**config.mk**
```make
export PLATFORM = sky130hd
export DESIGN_NAME = pk_controlador
export DESIGN_NICKNAME = d
export VERILOG_FILES = /design/src/rtl/pk_controlador_pkg.sv /design/src/rtl/pk_controlador_buffer.sv /design/src/rtl/pk_controlador.sv
export SDC_FILE = /design/constraint.sdc
export NUM_CORES = 1
export LEC_CHECK = 0
export BUFFER_PORTS_ARGS = -buffer_cell sky130_fd_sc_hd__buf_2
export CAP_MARGIN = 10
export CORE_ASPECT_RATIO = 1.25
export CORE_MARGIN = 2
export CORE_UTILIZATION = 53
export CTS_CLUSTER_SIZE = 24
export DETAILED_ROUTE_END_ITERATION = 6
export HOLD_SLACK_MARGIN = 0.02
export PLACE_DENSITY = 0.77
export SLEW_MARGIN = 0
export SYNTH_ARGS = -nofsm -noshare
export SYNTH_HDL_FRONTEND = slang
export SYNTH_SLANG_ARGS = --single-unit
```
**constraint.sdc**
```tcl
create_clock -name clk -period 2.1 [get_ports clk]
set_input_delay 0.315 -clock clk [delete_from_list [all_inputs] [get_ports clk]]
set_output_delay 0.315 -clock clk [all_outputs]
set_load 0.03 [all_outputs]
```
**src/rtl/pk_controlador_pkg.sv**
```systemverilog
// -----------------------------------------------------------------------------
// pk_controlador_pkg
//   Shared constants and types for the pk sequencer.
//   PK_N      : sample/result width (signed fixed point)
//   PK_LAT    : pipeline registers ahead of the datapath's enabled output reg
//   PK_CNT_W  : default width of the acknowledged-sample counter
//   pkc_state_t : sequencer state encoding (also exported as a debug port)
// -----------------------------------------------------------------------------
package pk_controlador_pkg;

  localparam int PK_N     = 18;
  localparam int PK_LAT   = 2;
  localparam int PK_CNT_W = 16;

  typedef enum logic [1:0] {
    PKC_IDLE   = 2'd0,
    PKC_ESPERA = 2'd1,
    PKC_CARGA  = 2'd2,
    PKC_VALIDO = 2'd3
  } pkc_state_t;

endpackage

```
**src/rtl/pk_controlador_buffer.sv**
```systemverilog
// -----------------------------------------------------------------------------
// pk_buffer_muestra
//   One-entry sample buffer that holds a strobe arriving while the sequencer
//   is busy.
//   clk, reset : clock and synchronous active-high reset (empties the entry)
//   push, din  : store din; push has priority so push+pop refills the entry
//   pop        : release the entry (dout is consumed by the caller this cycle)
//   dout       : stored sample
//   full       : entry holds a sample
// -----------------------------------------------------------------------------
module pk_buffer_muestra #(
  parameter int N = 18
) (
  input  logic         clk,
  input  logic         reset,
  input  logic         push,
  input  logic         pop,
  input  logic [N-1:0] din,
  output logic [N-1:0] dout,
  output logic         full
);

  always_ff @(posedge clk) begin
    if (reset) begin
      dout <= '0;
      full <= 1'b0;
    end else if (push) begin
      dout <= din;
      full <= 1'b1;
    end else if (pop) begin
      full <= 1'b0;
    end
  end

endmodule

```
**src/rtl/pk_controlador.sv**
```systemverilog
// -----------------------------------------------------------------------------
// pk_controlador
//   Sequencer for the pk datapath (yk -> FFD1 -> x18 -> FFD2 -> trunc -> out reg).
//   Launches a sample on yk_out, waits LATENCIA cycles for the pipeline to
//   fill, pulses enable_pk once so the output register captures the product of
//   that sample, then presents pk_valido until downstream acknowledges.
//
//   Ports
//     clk, reset        : clock, synchronous active-high reset
//     muestra_lista     : 1-cycle strobe, yk_in valid this cycle
//     yk_in             : signed sample from upstream
//     yk_out            : sample driven to the datapath, changes only on launch
//     enable_pk         : datapath output-register enable, 1-cycle pulse
//     pk_valido         : datapath pk belongs to the held sample
//     pk_tomado         : downstream ack
//     ocupado           : sequencer not idle
//     desborde          : sticky, a sample was dropped
//     borrar_desborde   : clears desborde (a simultaneous drop wins)
//     cuenta_muestras   : acknowledged samples since reset, wraps silently
//     estado            : current sequencer state (debug)
//
//   Handshake: a result transfer happens in exactly the cycles where
//   pk_valido=1 and pk_tomado=1 at the rising edge; pk_tomado with
//   pk_valido=0 has no effect, and pk_valido falls the cycle after the
//   transfer unless a new result is presented.
// -----------------------------------------------------------------------------
module pk_controlador
  import pk_controlador_pkg::*;
#(
  parameter int N        = PK_N,
  parameter int LATENCIA = PK_LAT,
  parameter int CNT_W    = PK_CNT_W
) (
  input  logic             clk,
  input  logic             reset,
  input  logic             muestra_lista,
  input  logic [N-1:0]     yk_in,
  output logic [N-1:0]     yk_out,
  output logic             enable_pk,
  output logic             pk_valido,
  input  logic             pk_tomado,
  output logic             ocupado,
  output logic             desborde,
  input  logic             borrar_desborde,
  output logic [CNT_W-1:0] cuenta_muestras,
  output pkc_state_t       estado
);

  localparam int CW = $clog2(LATENCIA + 1);
  localparam logic [CW-1:0] CNT_ULTIMO = CW'(LATENCIA - 1);

  pkc_state_t      state;
  logic [CW-1:0]   cnt;

  logic            buf_full;
  logic [N-1:0]    buf_dout;
  logic            ack;
  logic            buf_pop;
  logic            lanzar_directo;
  logic            strobe_ocupado;
  logic            buf_push;
  logic            descartar;

  // Ack is only meaningful while a result is presented.
  assign ack            = (state == PKC_VALIDO) && pk_tomado;
  assign buf_pop        = ack && buf_full;
  // With an empty buffer, a strobe coinciding with the ack launches at once.
  assign lanzar_directo = ack && !buf_full && muestra_lista;
  assign strobe_ocupado = muestra_lista && (state != PKC_IDLE) && !lanzar_directo;
  // A pop in the same cycle frees the entry, so the new strobe refills it
  // instead of being lost.
  assign buf_push       = strobe_ocupado && (!buf_full || buf_pop);
  assign descartar      = strobe_ocupado && buf_full && !buf_pop;

  pk_buffer_muestra #(
    .N (N)
  ) u_buffer (
    .clk   (clk),
    .reset (reset),
    .push  (buf_push),
    .pop   (buf_pop),
    .din   (yk_in),
    .dout  (buf_dout),
    .full  (buf_full)
  );

  always_ff @(posedge clk) begin
    if (reset) begin
      state           <= PKC_IDLE;
      cnt             <= '0;
      yk_out          <= '0;
      enable_pk       <= 1'b0;
      pk_valido       <= 1'b0;
      cuenta_muestras <= '0;
    end else begin
      enable_pk <= 1'b0;
      case (state)
        PKC_IDLE: begin
          if (muestra_lista) begin
            yk_out <= yk_in;
            cnt    <= '0;
            state  <= PKC_ESPERA;
          end
        end
        PKC_ESPERA: begin
          // enable_pk is registered, so it is raised on the way into CARGA.
          if (cnt == CNT_ULTIMO) begin
            enable_pk <= 1'b1;
            state     <= PKC_CARGA;
          end else begin
            cnt <= cnt + CW'(1);
          end
        end
        PKC_CARGA: begin
          pk_valido <= 1'b1;
          state     <= PKC_VALIDO;
        end
        PKC_VALIDO: begin
          if (pk_tomado) begin
            pk_valido       <= 1'b0;
            cuenta_muestras <= cuenta_muestras + CNT_W'(1);
            cnt             <= '0;
            if (buf_full) begin
              yk_out <= buf_dout;
              state  <= PKC_ESPERA;
            end else if (muestra_lista) begin
              yk_out <= yk_in;
              state  <= PKC_ESPERA;
            end else begin
              state <= PKC_IDLE;
            end
          end
        end
        default: state <= PKC_IDLE;
      endcase
    end
  end

  always_ff @(posedge clk) begin
    if (reset) begin
      desborde <= 1'b0;
    end else if (descartar) begin
      desborde <= 1'b1;
    end else if (borrar_desborde) begin
      desborde <= 1'b0;
    end
  end

  assign ocupado = (state != PKC_IDLE);
  assign estado  = state;

endmodule

```
==> results.cfg <==
[grt]
antenna_found_initial = 0
grt_usage_pct = 22.25
grt_pass1_vias = 2234
grt_pass1_wl_mm = 9.625
grt_max_degree = 39
grt-ovfl-total = 0

[power]
leakage_nw = 1.387
powerDensity_mw_per_mm2 = 1254
vdd_ir_drop_max_mv = 0.8025

[clock_network]
cts_buffer_depth = 2
clock_latency_ns = 0.33
cts_hold_buf = 0
htree_levels = 3
cts_setup_buffers = 0
post_cts_resize_count = 0
clk_pin_slew_worst_paths_ns = 0.06
cts_tree = yes
cts_made_buffers = 9
clock-sinks = 60
ctsRootBufferMaster = clkbuf_8

[timing]
slew_violations = 0
period_needed_ns = 1.924
timing.fmax_mhz = 519.7
rsz0062_at_grt = false
fin_crit_sh_pct = 91.63
relSlewSlack_pct = 69.63
finClkSkew_ns = 0.005434
hold_viol = 0
fin_tns_setup_ns = 0
setup_viol = 0
hold_ws_ns = 0.2372
tightestPinTransition_ns = 0.4555

[die]
ios = 63
dieWidth_um = 67.29
initial_core_util_pct = 55.70
die_area_mm2 = 0.005593
rows = 28
coreArea_mm2 = 0.004765
die_y_um = 83.12

[cells_and_area]
diodes = 0
multi_input_area_mm2 = 0.001315
syn_to_final_growth_pct = 21.88
drive_above_1_share_pct = 25.96
nets = 392
final_common_cell = buf_2
fillers = 423
seqCellArea_mm2 = 0.001201
final_cell_mix = 62 x buf_2, 60 x dfxtp_1, 51 x nor2_1

[logic_synthesis]
syn_avg_cell_area_um2 = 8.758
synth_cell_types = 44
synth_area_leaders = dfxtp_1 45%, nor2_1 7.2%, mux2i_1 7.2%
syn-num-nets = 332
yosysTopAreaCell = dfxtp_1
yosys_warnings = 0
synthArstFlopShare_pct = 0
synth_cells = 303
ys_seq_area_share_pct = 45.26
synth.top_cell.area_share_pct = 45.26
synth_edf_count = 0
synth_area_mm2 = 0.002654
ys_seq_elements = 60
yosys_most_used_dff = dfxtp_1

[routing]
drc_errors = 0
initialDrtViolationCount = 120
ant_nets = 0
dr_total_vias = 2323
dr.pass1.iters = 4
drt-wirelength-per-cell_um = 13.59
viasPerCell = 5.453
wirelength_mm = 5.790

[worst_hold_path]
hp-class = in -> reg

[worst_setup_path]
end_kind = flip-flop
crit_type = reg -> reg
path_delay_family = compound AO/OA/AOI/OAI gates
critPathMaxStageDelay_ns = 0.40
critPathMaxFanout = 33
path_cells = ha_1 > buf_4 > nand2_2 > o22ai_2 > buf_12 > nor2_1 > a311oi_1
cp.required_ns = 2.33
cp-start-kind = flip-flop
crit_arrival_ns = 2.16
critPathSlowestCell = dfxtp_1
cp_num_buf_inv = 2

[run]
cap_violations = 0

[outcome]
status = finished clean

[placement]
dp_hpwl_mm = 4.155
portBuffers = 62
place.gp.congestion = 0.7613
[final cells by class]
type                    count  share of cell area, %
multi-input cells         216                  40.66
flip-flops and latches     60                  37.14
repair buffers             71                  12.84
clock buffers              13                  5.532
well taps                  60                  2.321
clock inverters             1                 0.9284
inverters                   5                 0.5803
[path summary, 6_finish.rpt]
path | startpoint | endpoint | slack, ns | cells after the start
worst max-delay path | estado[0] | yk_out[11] | 0.18 | 7
worst min-delay path | yk_in[16] | u_buffer.dout[16] | 0.24 | 3
worst max register to register | estado[0] | yk_out[11] | 0.18 | 7
worst min register to register | cuenta_muestras[15] | cuenta_muestras[15] | 0.49 | 2
[report_power, final]
part           leakage [nW]  total, mW  internal [mW]  switching (mW)
Sequential            0.490       1.50           1.37           0.131
Clock                 0.108       1.08          0.665           0.417
Combinational         0.790       1.48          0.547           0.929
Total                  1.39       4.06           2.58            1.48
[kinds of logic after synthesis]
kind of cell	Yosys count	share of synthesized area (%)
AOI/OAI and AO/OA	48	12.49
muxes	19	7.166
and+or+nand+nor	133	23.76
xor gates and xnor gates	10	3.301
DFF	60	45.26
adders and majority gates	6	2.829
buffers and inverters	27	5.186
[state kept, by name, indices dropped and copies added (netlist names)]
register         flops
u_buffer.dout       18
yk_out              18
cuenta_muestras     16
cnt                  2
estado               2
desborde             1
enable_pk            1
pk_valido            1
u_buffer.full        1
[cells in the mapped netlist, types with 2 or more instances]
cell,instances
dfxtp_1,60
nor2_1,51
nand2_1,30
nand3_1,22
mux2i_1,19
a311oi_1,17
a21oi_1,12
clkbuf_1,12
o21ai_0,12
xor2_1,8
ha_1,6
buf_4,5
inv_1,5
nor2b_1,5
nand4_1,4
or3_2,3
and4_1,2
buf_6,2
nor3_1,2
xnor2_1,2
[layer usage]
metal	global-route usage, %	wire length [um]	up-vias
li1	-	-	1177
met1	24.12	2412	1070
met2	38.70	2961	65
met3	3.659	287	11
met4	13.73	129	0
met5	0	0	-
[worst reg2reg max path, stage by stage (launching register included)]
cell and delay [ns]:
dfxtp_1 0.40, ha_1 0.26, buf_4 0.21, nand2_2 0.14, o22ai_2 0.28, buf_12 0.22, nor2_1 0.06, a311oi_1 0.26
[stage by stage]
stage	utilization (%)	cell area, um^2	total power [mW]	instances	worst slack (ns)
floorplan	-	2654	2.592	303	0.1087
global placement	63.50	3025	2.969	412	0.3019
detailed placement	63.50	3025	3.007	412	0.1814
CTS	67.88	3234	4.089	426	0.1668
global route	67.88	3234	4.287	426	0.01644
finish	67.88	3234	4.056	426	0.1758
Note: power is estimated with default switching activity, not from simulation.
